===== config.mk =====
export PLATFORM = sky130hd
export DESIGN_NAME = alu_share_arbiter
export DESIGN_NICKNAME = d
export VERILOG_FILES = /design/src/rtl/alu_share_arbiter.sv
export SDC_FILE = /design/constraint.sdc
export NUM_CORES = 1
export LEC_CHECK = 0
export CAP_MARGIN = 15
export CORE_UTILIZATION = 38
export CTS_CLUSTER_SIZE = 10
export DETAILED_ROUTE_END_ITERATION = 16
export PLACE_DENSITY = 0.78
export SETUP_SLACK_MARGIN = 0.02
export SLEW_MARGIN = 5
export SYNTH_ARGS = -nofsm -noshare
export SYNTH_HDL_FRONTEND = slang
export SYNTH_SLANG_ARGS = --single-unit

===== constraint.sdc =====
create_clock -name clk -period 4.9 [get_ports clk]
set_input_delay 0.98 -clock clk [delete_from_list [all_inputs] [get_ports clk]]
set_output_delay 0.98 -clock clk [all_outputs]
set_load 0.02 [all_outputs]

===== src/rtl/alu_share_arbiter.sv =====
// alu_share_arbiter: shares one combinational ALU between two requesters through a registered
// issue stage and per-port single-entry response buffers. Define ALU_ARB_RR_EN for round-robin ties.
module alu_share_arbiter #(
  parameter int XLEN = 32
) (
  input  logic            clk,
  input  logic            rst,
  input  logic            flush,
  input  logic            req_valid0,
  input  logic            req_valid1,
  output logic            req_ready0,
  output logic            req_ready1,
  input  logic [3:0]      req_sel0,
  input  logic [3:0]      req_sel1,
  input  logic [XLEN-1:0] req_a0,
  input  logic [XLEN-1:0] req_b0,
  input  logic [XLEN-1:0] req_a1,
  input  logic [XLEN-1:0] req_b1,
  output logic            rsp_valid0,
  output logic            rsp_valid1,
  input  logic            rsp_ready0,
  input  logic            rsp_ready1,
  output logic [XLEN-1:0] rsp_data0,
  output logic [XLEN-1:0] rsp_data1,
  output logic [3:0]      alu_sel,
  output logic [XLEN-1:0] alu_a,
  output logic [XLEN-1:0] alu_b,
  input  logic [XLEN-1:0] alu_result,
  output logic            idle
);

  // Issue stage: the one operation currently presented to the shared ALU.
  logic                 r_e_valid;
  logic                 r_e_port;
  logic [3:0]           r_e_sel;
  logic [XLEN-1:0]      r_e_a;
  logic [XLEN-1:0]      r_e_b;

  logic [1:0]           r_rsp_valid;
  logic [1:0][XLEN-1:0] r_rsp_data;

  logic [1:0]           w_rsp_ready;
  logic [1:0]           w_req_valid;
  logic [1:0]           w_pop;
  logic [1:0]           w_capture;
  logic [1:0]           w_busy;
  logic [1:0]           w_elig;
  logic [1:0]           w_grant;
  logic                 w_tie_port;

  assign w_rsp_ready = {rsp_ready1, rsp_ready0};
  assign w_req_valid = {req_valid1, req_valid0};

  assign w_capture = {r_e_valid && r_e_port, r_e_valid && !r_e_port};
  assign w_pop     = r_rsp_valid & w_rsp_ready;

  // A port is free again in the very cycle its buffered result is popped.
  assign w_busy = w_capture | (r_rsp_valid & ~w_rsp_ready);
  assign w_elig = w_req_valid & ~w_busy & {2{!flush}};

`ifdef ALU_ARB_RR_EN
  // Tie-break history only exists in the build where it can influence a grant.
  logic r_last_grant;
  assign w_tie_port = ~r_last_grant;
`else
  assign w_tie_port = 1'b0;
`endif

  // NOTE: every output of an always_comb gets a default first so no path can infer a latch.
  always_comb begin
    w_grant = w_elig;
    if (w_elig == 2'b11) begin
      w_grant = w_tie_port ? 2'b10 : 2'b01;
    end
  end

  assign req_ready0 = w_grant[0];
  assign req_ready1 = w_grant[1];

  // NOTE: all state uses non-blocking assignments so every register samples pre-edge values.
  // NOTE: the response data registers are reset too, so rsp_data reads 0 straight out of reset.
  always_ff @(posedge clk or posedge rst) begin
    if (rst) begin
      r_e_valid   <= 1'b0;
      r_e_port    <= 1'b0;
      r_e_sel     <= 4'b0000;
      r_e_a       <= '0;
      r_e_b       <= '0;
      r_rsp_valid <= 2'b00;
      r_rsp_data  <= '0;
`ifdef ALU_ARB_RR_EN
      r_last_grant <= 1'b1;
`endif
    end else if (flush) begin
      r_e_valid   <= 1'b0;
      r_rsp_valid <= 2'b00;
    end else begin
      r_e_valid <= |w_grant;
      if (|w_grant) begin
        r_e_port <= w_grant[1];
        r_e_sel  <= w_grant[1] ? req_sel1 : req_sel0;
        r_e_a    <= w_grant[1] ? req_a1   : req_a0;
        r_e_b    <= w_grant[1] ? req_b1   : req_b0;
`ifdef ALU_ARB_RR_EN
        r_last_grant <= w_grant[1];
`endif
      end
      for (int p = 0; p < 2; p++) begin
        // Capture beats pop: the buffer stays valid and takes the new result.
        if (w_capture[p]) begin
          r_rsp_valid[p] <= 1'b1;
          r_rsp_data[p]  <= alu_result;
        end else if (w_pop[p]) begin
          r_rsp_valid[p] <= 1'b0;
        end
      end
    end
  end

  assign alu_sel    = r_e_sel;
  assign alu_a      = r_e_a;
  assign alu_b      = r_e_b;

  assign rsp_valid0 = r_rsp_valid[0];
  assign rsp_valid1 = r_rsp_valid[1];
  assign rsp_data0  = r_rsp_data[0];
  assign rsp_data1  = r_rsp_data[1];

  assign idle = !r_e_valid && (r_rsp_valid == 2'b00);

endmodule


* Word level (Yosys, flattened, before mapping)
Index checks and enable logic that the tools add are counted.
** Storage, ports and cells
- Register bits :: 136
- Input bits :: 175
- Output and inout bits :: 137
- Word-level logic and storage cells :: 41
** Operators by class
- Equality and inequality tests :: 1
- Mux-type cells :: 10
- Bitwise logic cells :: 8
- Reductions and logical operators :: 13
** Operator list (count)
- 2-to-1 mux 32 bit :: 2
- AND 2 bit :: 4
- AND reduction 2 bit :: 3
- nonzero test 3 bit :: 2
- 2-to-1 mux 1 bit :: 5
- 2-to-1 mux 2 bit :: 2
- 2-to-1 mux 4 bit :: 1
- inverter 2 bit :: 2
- logical AND 1 bit :: 3
- zero test 1 bit :: 3
- == test 2 bit, second input constant :: 1
- zero test 2 bit :: 1
- OR 2 bit :: 1
- OR reduction 2 bit :: 1
- inverter 1 bit :: 1

* Longest topological paths before layout
Gate-level depths: netlist of the first run.
- Word-level depth :: 10
- Mapped depth :: 7
- Gate-level depth less buffers :: 4

* Least setup slack after synthesis of the first run
No wires, ideal clock.
- Path type :: input -> output
- Start point :: input rsp_ready1
- End point :: output req_ready1
- Data arrival time :: 2.078 ns
- Data required time :: 3.920 ns
- Path slack :: 1.842 ns
- Cell stages on the path :: 5
- Buffers on the path :: 2
- Cell sequence :: nor2b_1 -> buf_2 -> clkbuf_1 -> or3_1 -> nor2_1
** Between the ends
- Word-level cells in the longest chain between the ends :: 8
** Ends and longest elaborated chain
- start: declaration :: RTL line 22 : input logic rsp_ready1,
- inverter 2 bit * :: RTL line 58 : assign w_busy = w_capture | (r_rsp_valid & ~w_rsp_ready);
- AND 2 bit * :: RTL line 58
- OR 2 bit * :: RTL line 58
- inverter 2 bit * :: RTL line 59 : assign w_elig = w_req_valid & ~w_busy & {2{!flush}};
- AND 2 bit * (2 in series) :: RTL line 59
- == test 2 bit :: RTL line 72 : if (w_elig == 2'b11) begin
- 2-to-1 mux 2 bit * :: RTL line 72
- end: declaration :: RTL line 12 : output logic req_ready1,
Mark *: on every way between the ends. The rest lies on a longest branch, timed or not.

* Worst setup path in the final report of the first run
- Start point :: input flush
- End point :: output req_ready1
** Between the ends
- Word-level cells in the longest chain between the ends :: 4
** Ends and longest elaborated chain
- start: declaration :: RTL line 8 : input logic flush,
- zero test 1 bit * :: RTL line 59
- AND 2 bit * :: RTL line 59
- == test 2 bit :: RTL line 72
- 2-to-1 mux 2 bit * :: RTL line 72
Marked as above.

==> results of run 1 <==
kinds of logic (layout without fill, tap and decap cells):
family	count (synthesis)	count (layout)	share of synthesized area [%]
AND/OR/NAND/NOR	153	153	18.3
AO/OA/AOI/OAI	137	137	14.2
flip-flops	136	136	51.2
buffers and inverters	86	357	5.55
multiplexers	64	64	10.8
other	0	1	0
metal layers:
layer  up-vias  wire (µm)  GRT usage [%]
met4         0        624           10.8
li1       2843          -              -
met1      3034       9100           29.7
met3        34       1540           6.42
met2       273      10800           40.2
met5         -          0              0
how the worst max path moves through the flow:
stage / start / to / slack [ns] / depth (start not counted)
after floorplan: rst / alu_a[0] / 0.28 / 1
after global placement: flush / req_ready1 / 0.90 / 5
after detailed placement: flush / req_ready1 / 0.86 / 5
after CTS: flush / req_ready1 / 0.85 / 5
after global routing: flush / req_ready1 / 0.75 / 5
final: flush / req_ready1 / 0.84 / 5
sequential cells by signal, summed over array words and instances, names as in the netlist:
signal / count
alu_a: 32
rsp_data0: 32
alu_b: 32
alu_sel: 4
r_e_port: 1
r_e_valid: 1
r_rsp_valid: 2
rsp_data1: 32
cells in the final DEF, fill, tap and decap left out:
| master | count |
|---|---|
| or3_2 | 1 |
| nor2_1 | 5 |
| or4b_1 | 68 |
| nor3b_4 | 1 |
| nand2b_4 | 1 |
| or3_1 | 1 |
| clkdlybuf4s50_1 | 311 |
| inv_2 | 1 |
| and2_4 | 1 |
| o31ai_1 | 68 |
| bufinv_16 | 2 |
| inv_1 | 1 |
| clkinvlp_4 | 2 |
| nor3_1 | 1 |
| clkinv_2 | 3 |
| dfrtp_1 | 136 |
| buf_4 | 12 |
| a31oi_1 | 68 |
| nand2b_2 | 1 |
| clkbuf_16 | 17 |
| a21oi_1 | 1 |
| clkbuf_1 | 1 |
| nor4_1 | 68 |
| nand3b_1 | 1 |
| diode_2 | 1 |
| clkinv_4 | 3 |
| inv_6 | 2 |
| inv_8 | 2 |
| nand2_1 | 1 |
| nor2b_4 | 3 |
| mux2_2 | 64 |
final cells by class:
| cell class | count | area, µm² |
|---|---|---|
| flip-flops and latches | 136 | 3400 |
| inverters | 3 | 16.3 |
| multi-input cells | 354 | 2910 |
| clock buffers | 18 | 429 |
| well taps | 220 | 275 |
| fillers | 1375 | 6430 |
| clock inverters | 13 | 148 |
| diodes | 1 | 2.50 |
| repair buffers | 323 | 3200 |
worst max-delay path, stage by stage:
cell and delay [ns]:
clkdlybuf4s50_1 0.58, nand2b_4 0.34, or3_1 0.42, nor2_1 0.15, clkdlybuf4s50_1 0.61
where the power goes:
group	leakage (nW)	internal [W]	switching [W]
clock network	0.280	0.000755	0.000505
logic	2.09	0.00116	0.00112
registers	1.59	0.00154	0.000227
total	3.96	0.00345	0.00186
metrics by stage:
step | util [%] | instance area [µm²] | worst slack [ns] | hold slack, ns
detailed placement | 58.3 | 9810 | 0.864 | 0.492
global placement | 58.3 | 9810 | 0.895 | 0.486
finish | 61.7 | 10400 | 0.837 | 0.502
CTS | 61.7 | 10400 | 0.849 | 0.505
floorplan | - | 6650 | 0.281 | 0.549
global route | 61.7 | 10400 | 0.749 | 0.518
==> metrics.txt, run 1 <==
Detail Placement HPWL 14.3 mm; Critical Path Fanout Max 25; drt wl/cell 20.6 µm; CP Launch Type input pin; r2r startpoint r_e_port; hold path depth 1; die area 18000 µm²; Final Net Count 1010; Synth area leaders dfrtp_1 51%, mux2_2 11%, or4b_1 10%; r2r worst-path depth 4; fin crit period 4.06 ns; number of hold buffers added after cts 0; Worst Tran Pin Value 1.12 ns; DRT Pass-1 Iters 5; number of global-route vias before repair 6067; clk slew on worst S/H paths 0.05 ns; worst-case clock buffer depth 2; vias per std cell 5.79; cell count after synthesis 576; worst hold path class reg -> reg; WP data required 3.92 ns; core area 16800 µm²; first-pass GRT wire length 33.8 mm; FF-to-FF setup slack 2.57 ns; Synth top area share 51.2%; Leak 3.96 nW; top-count cell post-synth dfrtp_1; crit end category output pin; total gr overflow 0; CTS tree done; Slew Limit Fails 0; Clock Skew 0.0107 ns; synthesized area per cell 11.5 µm²; area leader, netlist dfrtp_1; Num CTS Buffers 17; synthesis-to-finish area growth 56.2%; # port buffers 311; Via Count 6184; predominant post-synthesis flop cell dfrtp_1; maximum clock frequency 246 MHz; H-tree Lvls 4; io pins 312; max-cap violations 0; Pwr per Cell Area 511 nW/µm²; Max-slew headroom 25.2%; final-report hold violation count 0; RSZ-0062 raised after global routing no; post-CTS setup buffer count 0; Placer Congestion 0.793; crit path DAT 3.08 ns; Max VDD drop 0.313 mV; cts repair resizes 0; Total Power 0.00531 W; run status finished, final reports clean; site row count 47; Antenna Nets Post-Route 0; largest net degree at the start of global routing 116; CTS Root Cell clkbuf_16; Tot GR Track Use 24.3%; FF-to-FF End alu_a[31]; Cells after DPL 1036; Die H 134 µm; Seq/Total Area, Yosys 51.2%; mapped cell area 6650 µm²; Async SR Flop Fraction 100%; die width 134 µm; drt initial violations 237; Hold EP rsp_data1[7]; Setup CP Type in -> out; # DRC 0; Clk Latency, worst-skew pair 0.40 ns; final setup fails 0; EDFF count, synth 0; Yosys cell types 24; TritonCTS Sinks 136; initial antenna violation count 1; Post-Layout Cell Count 1068; fin crit share 82.9%; Commonest cells post-synth 136 x dfrtp_1, 68 x a31oi_1, 68 x nor4_1, 68 x o31ai_1, 68 x or4b_1; fraction of layout cells with a size suffix above 1 13.7%; register bit total from synthesis 136; Routed WL 22.0 mm; Hold Crit Start rsp_data1[7]; yosys warns 0; initial core utilization 39.5%; TNS Setup 0 ns; Post-Syn Nets 751
No activity file was read; power rests on OpenSTA's default activity.
==> run 2: changes to the inputs <==
- clock period: 4.9 -> 3.5 ns (I/O delays scaled with it)
==> metrics.txt, run 2 (synthesis gave the netlist of run 1 again) <==
Multi-input gate area 2910 µm² (unchanged); drt wl/cell 20.9 µm (was 20.6 µm); fraction of layout cells with a size suffix above 1 14.0% (was 13.7%); worst-case clock buffer depth 2 (unchanged); combinational power share 42.2% (was 43.0%); worst hold path class reg -> reg (unchanged); Clock Skew 0.0102 ns (was 0.0107 ns); Clk Latency, worst-skew pair 0.41 ns (was 0.40 ns); io pins 312 (unchanged); Die H 134 µm (unchanged); Critical Path Fanout Max 3 (was 25); Tot GR Track Use 25.0% (was 24.3%); RSZ-0062 raised after global routing no (unchanged); Num CTS Buffers 17 (unchanged); vias per std cell 5.80 (was 5.79); family with the most delay on the worst path buffers and inverters (unchanged); number of hold buffers added after cts 0 (unchanged); Total Power 0.00758 W (was 0.00531 W); run status finished, final reports clean (unchanged); Setup CP Type in -> out (unchanged); crit end category output pin (unchanged); # DRC 0 (unchanged); H-tree Lvls 4 (unchanged); Placer Congestion 0.770 (was 0.793); worst-path cell chain clkdlybuf4s50_1 -> nand2b_2 -> or3_2 -> inv_2 -> clkdlybuf4s50_1 (was clkdlybuf4s50_1 -> nand2b_4 -> or3_1 -> nor2_1 -> clkdlybuf4s50_1); filler cell count in the final layout 1363 (was 1375); Antenna Nets Post-Route 0 (unchanged); Final Net Count 1011 (was 1010); CTS tree done (unchanged); die area 18000 µm² (unchanged); maximum clock frequency 310 MHz; # port buffers 311 (unchanged); fin crit share 92.1%; crit path DAT 2.52 ns (was 3.08 ns); Routed WL 22.4 mm (was 22.0 mm); core area 16800 µm² (unchanged); site row count 47 (unchanged); CTS Root Cell clkbuf_16 (unchanged); final setup fails 0 (unchanged); Buf/Inv on CP 3 (was 2); Leak 4.00 nW (was 3.96 nW); clock share of power 25.2% (was 23.7%); Internal 0.00494 W (was 0.00345 W); max-cap violations 0 (unchanged); first-pass GRT wire length 34.8 mm (was 33.8 mm); fin crit period 3.22 ns; switching pwr 0.00264 W (was 0.00186 W); final-report hold violation count 0 (unchanged); initial core utilization 39.5% (unchanged); Most common cell on crit path clkdlybuf4s50_1 (unchanged); drt initial violations 321 (was 237); die width 134 µm (unchanged); final critical-path setup slack 0.277 ns (was 0.837 ns); Largest stage delay, worst path 0.60 ns (was 0.61 ns); cts repair resizes 0 (unchanged); Via Count 6209 (was 6184); commonest non-fill, non-tap cells in the layout 311 x clkdlybuf4s50_1, 136 x dfrtp_1 (unchanged); Net Sw Frac 34.8% (was 35.0%); TritonCTS Sinks 136 (unchanged); post-CTS setup buffer count 0 (unchanged); Max VDD drop 0.439 mV (was 0.313 mV); WP data required 2.80 ns (was 3.92 ns); final core utilization 62.2% (was 61.7%); TNS Setup 0 ns (unchanged); largest net degree at the start of global routing 137 (was 116); clk slew on worst S/H paths 0.06 ns (was 0.05 ns); DRT Pass-1 Iters 4 (was 5); CP max-delay cell clkdlybuf4s50_1 (unchanged); synthesis-to-finish area growth 57.5% (was 56.2%); total gr overflow 0 (unchanged); Worst Tran Pin Value 0.865 ns (was 1.12 ns); Max-slew headroom 42.3% (was 25.2%); area taken by flip-flops and latches 3400 µm² (unchanged); Slew Limit Fails 0 (unchanged); Pwr per Cell Area 725 nW/µm² (was 511 nW/µm²); commonest non-fill, non-tap cell in the layout clkdlybuf4s50_1 (unchanged); initial antenna violation count 2 (was 1); pre-CTS setup slack 0.262 ns (was 0.864 ns); CP Launch Type input pin (unchanged); number of global-route vias before repair 6112 (was 6067); Detail Placement HPWL 14.6 mm (was 14.3 mm); Reg power frac 32.6% (was 33.2%)
## run 2: cell count changes in the layout (fill, tap and decap cells not counted), sizes merged
cell and change:
buf +1, bufinv +1, clkinv -3, clkinvlp +1, inv +2
## run 2: power by group through the flow
stage | clock network [W] | registers (W) | logic, W
2_1_floorplan | 0 | 0.00318 | 0.000860
3_3_place_gp | 0 | 0.00247 | 0.00317
3_5_place_dp | 0 | 0.00250 | 0.00322
4_1_cts | 0.00195 | 0.00248 | 0.00323
5_1_grt | 0.00203 | 0.00254 | 0.00338
6_report | 0.00191 | 0.00248 | 0.00320
## run 2: per-stage QoR
step           std cells  hold WS, ns  area, µm²
6_report            1070        0.501      10500
3_5_place_dp        1037        0.491       9840
2_1_floorplan        576        0.549       6650
4_1_cts             1069        0.504      10500
3_3_place_gp        1037        0.486       9840
5_1_grt             1070        0.510      10500
## run 2: final timing paths
kind                              start            to  slack (ns)  cells past startpoint
hold / removal             rsp_data1[8]  rsp_data1[8]        0.50                      1
setup / recovery             req_valid0    req_ready0        0.28                      5
setup reg to reg               r_e_port      alu_a[5]        1.02                      5
max in group asynchronous           rst      alu_a[5]        2.09                      3
hold reg to reg            rsp_data1[8]  rsp_data1[8]        0.50                      1
min in group asynchronous           rst      alu_b[5]        0.89                      3
## run 2: layout make-up
type / count / area share [%]
Sequential cell: 136 / 32.5
Inverter: 3 / 0.143
Clock buffer: 18 / 4.20
Clock inverter: 14 / 1.80
Tap cell: 220 / 2.63
Antenna cell: 1 / 0.0239
Timing Repair Buffer: 324 / 30.9
Multi-Input combinational cell: 354 / 27.8
## run 2: layer usage
| metal | up-vias | track usage (%) | part of all wire [%] |
|---|---|---|---|
| met1 | 3071 | 29.9 | 40 |
| met3 | 37 | 7.71 | 7.8 |
| met2 | 265 | 42.1 | 50 |
| met4 | 2 | 9.61 | 2.5 |
| li1 | 2834 | - | - |
| met5 | - | 0 | 0.058 |
## run 2: worst register-to-register path, cell delays in order (launching register included)
cell,delay (ns)
dfrtp_1,0.53
and2_4,0.21
buf_4,0.50
buf_4,0.70
or4b_1,0.28
a31oi_1,0.09
==> run 3: changes to the inputs <==
- CAP_MARGIN: 15 -> 40
==> results of run 3 <==
The final DEF is identical to that of run 2; final timing and power are the same.
